## src/rtl/nand_dq_arbiter.sv

```systemverilog
// Round-robin owner arbitration for the shared NAND DQ bus: registered tristate
// enable, high-Z turnaround between owners, read sampling and sticky contention flag.
module nand_dq_arbiter #(
    parameter int W           = 4,
    parameter int TURN_CYCLES = 2
) (
    input  logic         clk,
    input  logic         rst,
    input  logic [1:0]   req,
    input  logic [1:0]   drv,
    input  logic [W-1:0] wdata0,
    input  logic [W-1:0] wdata1,
    output logic [1:0]   gnt,
    output logic         busy,
    output logic [W-1:0] dq_out,
    output logic         dq_oe,
    input  logic [W-1:0] dq_in,
    output logic [W-1:0] rdata,
    output logic         rvalid,
    input  logic         clr_err,
    output logic         err
);

    localparam int CW = (TURN_CYCLES > 1) ? $clog2(TURN_CYCLES) : 1;
    localparam logic [CW-1:0] TURN_LOAD = (TURN_CYCLES > 0) ? CW'(TURN_CYCLES - 1) : {CW{1'b0}};

    typedef enum logic [1:0] {
        ST_IDLE  = 2'd0,
        ST_GRANT = 2'd1,
        ST_TURN  = 2'd2
    } state_t;

    state_t        state_r, state_s;
    logic [CW-1:0] cnt_r, cnt_s;
    logic          owner_r, owner_s;
    logic          last_owner_r, last_owner_s;
    logic [1:0]    gnt_r;
    logic          busy_r;
    logic [W-1:0]  dq_out_r;
    logic          dq_oe_r;
    logic [W-1:0]  rdata_r;
    logic          rvalid_r;
    logic          err_r;

    logic          in_grant_s;
    logic          own_req_s;
    logic          own_drv_s;
    logic [W-1:0]  own_wdata_s;
    logic          drive_s;
    logic          sample_s;

    assign in_grant_s  = (state_r == ST_GRANT);
    assign own_req_s   = req[owner_r];
    assign own_drv_s   = drv[owner_r];
    assign own_wdata_s = owner_r ? wdata1 : wdata0;
    assign drive_s     = in_grant_s && own_req_s && own_drv_s;
    assign sample_s    = in_grant_s && own_req_s && !own_drv_s && !dq_oe_r;

    // Next-state, turnaround counter and arbitration decision
    always_comb begin
        state_s      = state_r;
        cnt_s        = cnt_r;
        owner_s      = owner_r;
        last_owner_s = last_owner_r;
        case (state_r)
            ST_IDLE: begin
                if (req != 2'b00) begin
                    state_s = ST_GRANT;
                    if (req == 2'b11) begin
                        owner_s = ~last_owner_r;
                    end else begin
                        owner_s = req[1];
                    end
                    last_owner_s = owner_s;
                end else begin
                    state_s = ST_IDLE;
                end
            end
            ST_GRANT: begin
                // No preemption: only the owner's own req ends the grant
                if (!own_req_s) begin
                    if (TURN_CYCLES == 0) begin
                        state_s = ST_IDLE;
                    end else begin
                        state_s = ST_TURN;
                        cnt_s   = TURN_LOAD;
                    end
                end else begin
                    state_s = ST_GRANT;
                end
            end
            ST_TURN: begin
                if (cnt_r == {CW{1'b0}}) begin
                    state_s = ST_IDLE;
                end else begin
                    cnt_s = cnt_r - {{(CW-1){1'b0}}, 1'b1};
                end
            end
            default: begin
                state_s = ST_IDLE;
                cnt_s   = {CW{1'b0}};
            end
        endcase
    end

    // State and registered bus-side outputs
    always_ff @(posedge clk) begin
        if (rst) begin
            state_r      <= ST_IDLE;
            cnt_r        <= {CW{1'b0}};
            owner_r      <= 1'b0;
            last_owner_r <= 1'b1;
            gnt_r        <= 2'b00;
            busy_r       <= 1'b0;
            dq_out_r     <= {W{1'b0}};
            dq_oe_r      <= 1'b0;
            rdata_r      <= {W{1'b0}};
            rvalid_r     <= 1'b0;
            err_r        <= 1'b0;
        end else begin
            state_r      <= state_s;
            cnt_r        <= cnt_s;
            owner_r      <= owner_s;
            last_owner_r <= last_owner_s;
            gnt_r        <= (state_s == ST_GRANT) ? (owner_s ? 2'b10 : 2'b01) : 2'b00;
            busy_r       <= (state_s != ST_IDLE);
            dq_oe_r      <= drive_s;
            if (drive_s) begin
                dq_out_r <= own_wdata_s;
            end
            rvalid_r     <= sample_s;
            if (sample_s) begin
                rdata_r <= dq_in;
            end
            // Case inequality so an undriven or unknown pad also counts as contention
            if (dq_oe_r && (dq_in !== dq_out_r)) begin
                err_r <= 1'b1;
            end else if (clr_err) begin
                err_r <= 1'b0;
            end
        end
    end

    assign gnt    = gnt_r;
    assign busy   = busy_r;
    assign dq_out = dq_out_r;
    assign dq_oe  = dq_oe_r;
    assign rdata  = rdata_r;
    assign rvalid = rvalid_r;
    assign err    = err_r;

endmodule
```

## config.mk

```make
export PLATFORM = sky130hd
export DESIGN_NAME = nand_dq_arbiter
export DESIGN_NICKNAME = d
export VERILOG_FILES = /design/src/rtl/nand_dq_arbiter.sv
export SDC_FILE = /design/constraint.sdc
export NUM_CORES = 1
export LEC_CHECK = 0
export ABC_AREA = 1
export CORE_MARGIN = 1.5
export CORE_UTILIZATION = 43
export DETAILED_ROUTE_END_ITERATION = 7
export GPL_ROUTABILITY_DRIVEN = 1
export GPL_TIMING_DRIVEN = 0
export PLACE_DENSITY = 0.88
export SLEW_MARGIN = 20
export SYNTH_ARGS = -nofsm -noshare
export SYNTH_HDL_FRONTEND = slang
export SYNTH_SLANG_ARGS = --single-unit
export TNS_END_PERCENT = 10
```

## constraint.sdc

```tcl
create_clock -name clk -period 1.7 [get_ports clk]
set_clock_uncertainty 0.2 [all_clocks]
set_input_delay 0.51 -clock clk [delete_from_list [all_inputs] [get_ports clk]]
set_output_delay 0.51 -clock clk [all_outputs]
set_load 0.1 [all_outputs]
```

Yosys cells after proc, flatten, opt, wreduce, memory -nomap -nowiden
Index checks and enable logic that the tools add are counted.
- bits in registers: 19
- word-level logic and storage cells: 54
- output and inout port bits: 14
- bits of input ports: 19
- reductions and logical operators: 14
- $add $sub $neg: 1
- equality and inequality tests: 6
- bitwise operators: 3
- mux-type cells: 18
- order comparisons: 1
- operators by type and width (cell ; count):
    2-to-1 mux 1 bit ; 12
    2-to-1 mux 2 bit ; 3
    one-hot mux 2 bit (3 select lines) ; 1
    nonzero test 2 bit ; 3
    logical AND 1 bit ; 5
    equality test 2 x 1 -> 1 bit, second input constant ; 2
    equality test 2 bit, second input constant ; 2
    2-to-1 mux 4 bit ; 1
    !== test 4 bit ; 1
    AND reduction 2 bit ; 2
    inverter 1 bit ; 3
    one-hot mux 1 bit (3 select lines) ; 1
    zero test 1 bit ; 2
    zero test 2 bit ; 1
    < comparator 1 x 2 -> 1 bit, second input constant ; 1
    inequality test 2 bit, second input constant ; 1
    OR reduction 2 bit ; 1
    subtractor 1 bit, second input constant ; 1

Depth between registers and ports, before layout
- depth after elaboration: 7
- depth in mapped cells: 8
- mapped depth without buffers: 7

Worst setup path before layout
OpenSTA, ideal clock, no wires.
- path type: register to register
- start: register dq_oe_r, in the netlist dq_oe
- end: register rdata_r[0], in the netlist rdata[0]
- slack: -0.074 ns
- required time: 1.383 ns
- cell stages (with the launch flop): 5
- clock period less this slack: 1.774 ns
- path buffers: 0
- arrival time: 1.457 ns
- library setup time: 0.117 ns
- cell sequence: dfxtp_1 > nand3b_4 > nor2_8 > nor2_1 > nor2_1
- cells in the longest elaborated chain, start to end: 2
- ends and longest elaborated chain (item ; line ; RTL):
    from (decl) ; 40 ; logic dq_oe_r;
    from (signal assigned) ; 127 ; dq_oe_r <= drive_s;
    zero test 1 bit ; 57 ; assign sample_s = in_grant_s && own_req_s && !own_drv_s && !dq_oe_r;
    logical AND 1 bit ; 57 ;
    to (signal assigned) ; 117 ; rdata_r <= {W{1'b0}};
    to (signal assigned) ; 133 ; rdata_r <= dq_in;
    to (decl) ; 41 ; logic [W-1:0] rdata_r;
No other way between the ends.
A chain may end at the register's enable or synchronous reset.

Final worst setup path
- start: register dq_out_r[0], in the netlist dq_out[0]
- end: output port dq_out[0]
- RTL lines (item ; line ; RTL):
    from (decl) ; 39 ; logic [W-1:0] dq_out_r;
    from (signal assigned) ; 115 ; dq_out_r <= {W{1'b0}};
    from (signal assigned) ; 129 ; dq_out_r <= own_wdata_s;
    to (decl) ; 15 ; output logic [W-1:0] dq_out,
No word-level cell between the ends.

==> summary.md <==
The tools report the warning count from the yosys run as 0. For this run, the slowest stage of the critical path takes 0.40 ns. Headroom to the max-slew limit came out at 66.0%. After global routing the overflow that remains totals 0.

The total power divided by cell area was 839 mW/mm^2; the insertion delay to the later sink of the worst-skew pair was 0.30 ns. The number of DRC markers after the initial detailed-route iteration is 18, and the via-per-instance ratio is 4.86. The maximum level of the CTS H-tree was 1; the highest clock frequency the design can meet was 0.600 GHz. Counting every net in the synthesized netlist gives 148.

For the pin with the worst max-slew slack, the measured transition is 0.511 ns. Setup repair after global routing could not meet its margin everywhere. The run gives 2130 um as the total detailed-routing wirelength. For this configuration, the core starts out at a cell density of 46.6%. The tools report the count of nets left with antenna violations after detail routing as 0. The leakage power total came out at 0.657 nW. The kind of end point of the critical path was an output pin. For the arrival time at the worst endpoint, the log shows 0.96 ns. The proportion of layout cells with a drive suffix above 1 was 21.2%. The period utilization came out at 98.0%.

The HPWL after detailed placement was 1580 um. 0 antenna diodes ended up in the layout. For the I/O pin count, the log shows 33. TritonCTS built the clock tree. The run gives 0.00200 mm^2 as the core box area. By area the synthesized netlist is led by dfxtp_1 (41%), nand2_1 (18%), inv_1 (7.7%), nor2_1 (6.0%), nand2_4 (4.8%). The reported max-cap violation count is 0. The count of buffer and inverter cells on the critical path came out at 1. The biggest area contributor in the post-synthesis netlist is dfxtp_1.

The pin count of the biggest net entering global routing was 11; the final period demand of the worst path was 1.67 ns. For the number of buffers created by CTS, the log shows 3. The wire length of the first global-routing pass was 3160 um; the register bit total from synthesis was 19. The final hold violation count is 0, and the routed via count is 934. Setup-violating endpoint count in the final report: 0.

By count the netlist is led by nand2_1 (45), dfxtp_1 (19), inv_1 (19), nor2_1 (15), a21oi_1 (7). Clock-pin slew was measured on the worst setup and hold paths at 0.11 ns. Compared with the post-synthesis result, the final layout area differs by 41.7%. The number of antenna violations at the first check in global routing was 0; the maximum fanout count along the critical path was 4. Dividing the detail-routed wire length by the instance count gives 11.1 um. Most frequently used cell type in the post-synthesis netlist: nand2_1. Worst setup path category: reg2out. The worst setup path is launched from a register.

Most used flip-flop cell after synthesis: dfxtp_1. The post-synth design cell area is 932 um^2. For the synthesized instance count, the log shows 129.

The number of gates on the worst path with buffers counted was 1; the utilization after layout was 66.0%. The run gives 0.99 ns as the data required time at the worst endpoint. The worst hold path belongs to the class reg2reg. Counting distinct cell types in the post-synthesis netlist gives 19.

Sequential cells were found to cover 40.8% of the synthesized design area. From left edge to right edge, the die measures 49.6 um. Number of clock sinks seen by CTS: 19.

The tools report the first-pass iteration count of the detailed router as 4. For the worst flop-to-flop path, the logic depth is 7. For the final estimated routing congestion in global placement, the log shows 0.751.

The tools report the count of nets after finishing as 185. The critical path's slowest cell was dfxtp_1. The worst hold path passes through 2 cells.

After synthesis, the largest area contributor takes up 40.8% of total cell area. The fraction of registers with async set/reset works out to 0%. The run gives 0.00111 W as the total power. Among cell families on the critical path, the largest total delay comes from flip-flops. Averaged over all synthesized cells, the footprint is 7.23 um^2. The run gives 16 as the row count. The floorplan step defined a die boundary enclosing 0.00246 mm^2. For this run, design rule violations remaining after detail routing come to 0.

The final number of max-transition violations is 0, and the global-route usage over all layers is 16.8%. The vertical die dimension was 49.6 um; the maximum ir drop on the vdd rail was 0.531 mV. Walking the worst path, the cells encountered are buf_6. CTS placed an instance of clkbuf_4 at the clock tree root. The number of enable flip-flop cells after synthesis is 0, and the number of port buffers is 31.

The flow ran to the end, and the final reports show no timing, DRC or antenna violations. The logs give 797 for the via count of the first global-routing pass and 2 for the maximum clock insertion buffer count.
final timing paths:
path,slack (ns),end,start
setup reg to reg,0.14,rdata[1]$_SDFFE_PP0P_,state_r[0]$_SDFF_PP0_
hold / removal,0.28,err$_SDFFE_PP0P_,err$_SDFFE_PP0P_
setup / recovery,0.03,dq_out[0],dq_out[0]$_SDFFE_PP0P_
hold reg to reg,0.28,err$_SDFFE_PP0P_,err$_SDFFE_PP0P_
layer usage:
| layer | routed length [um] | part of all wire, % | GRT usage [%] |
|---|---|---|---|
| met1 | 940 | 44 | 19.0 |
| met2 | 1030 | 48 | 29.1 |
| met3 | 105 | 4.9 | 3.94 |
| met4 | 52 | 2.4 | 8.80 |
| met5 | 0 | 0 | 0 |
stage by stage:
step                      std cells  cell area, um^2  hold WS [ns]  setup TNS, ns  setup slack [ns]
after detailed placement        187             1280         0.264         -11.52            -0.522
after floorplan                 129              933         0.244        -0.0389           -0.0389
final                           192             1320         0.278              0            0.0338
after CTS                       191             1300         0.287              0            0.0153
after global placement          187             1280         0.252         -10.48            -0.512
after global routing            192             1320         0.304        -0.0273           -0.0258
placed cells by master (no fill, tap or decap), types with 2 or more instances in the layout:
master / count
dlymetal6s2s_1: 2
a21oi_1: 7
o211ai_1: 2
nor2_1: 15
clkdlybuf4s50_1: 15
clkbuf_1: 2
o21ai_4: 2
nand2_4: 4
buf_4: 11
nand2_1: 45
dfxtp_2: 2
clkbuf_4: 3
dfxtp_1: 17
nand3_1: 5
buf_6: 4
inv_1: 18
where the power goes:
group	switching (W)	total [W]	internal (W)
sequential	0.0000148	0.000490	0.000475
clock	0.000144	0.000236	0.0000916
combinational	0.000262	0.000382	0.000120
registers in the layout, summed over array words and instances (netlist names):
signal	cells
busy	1
cnt_r	1
dq_oe	1
dq_out	4
err	1
gnt	2
last_owner_r	1
owner_r	1
rdata	4
rvalid	1
state_r	2
cells by family after synthesis:
logic type | share of synthesized area (%)
AND/OR/NAND/NOR | 37.0
buffers and inverters | 10.9
flip-flops | 40.8
AO/OA/AOI/OAI | 11.3
repair_timing:
| action | in CTS | in global routing |
|---|---|---|
| pin swaps | 0 | 3 |
| hold buffers | 0 | 0 |
| setup buffers | 0 | 1 |
| resized for setup | 91 | 6 |
| endpoints found under the setup margin | 21 | 11 |
area by class of cell:
class | instances | area [um^2]
buffer | 2 | 15.0
clock buffer | 4 | 26.3
fill | 175 | 681
inverter | 21 | 86.3
multi-input combinational | 87 | 470
sequential | 19 | 383
tap | 27 | 33.8
timing repair buffer | 32 | 307
(Power assumes the default switching activity.)
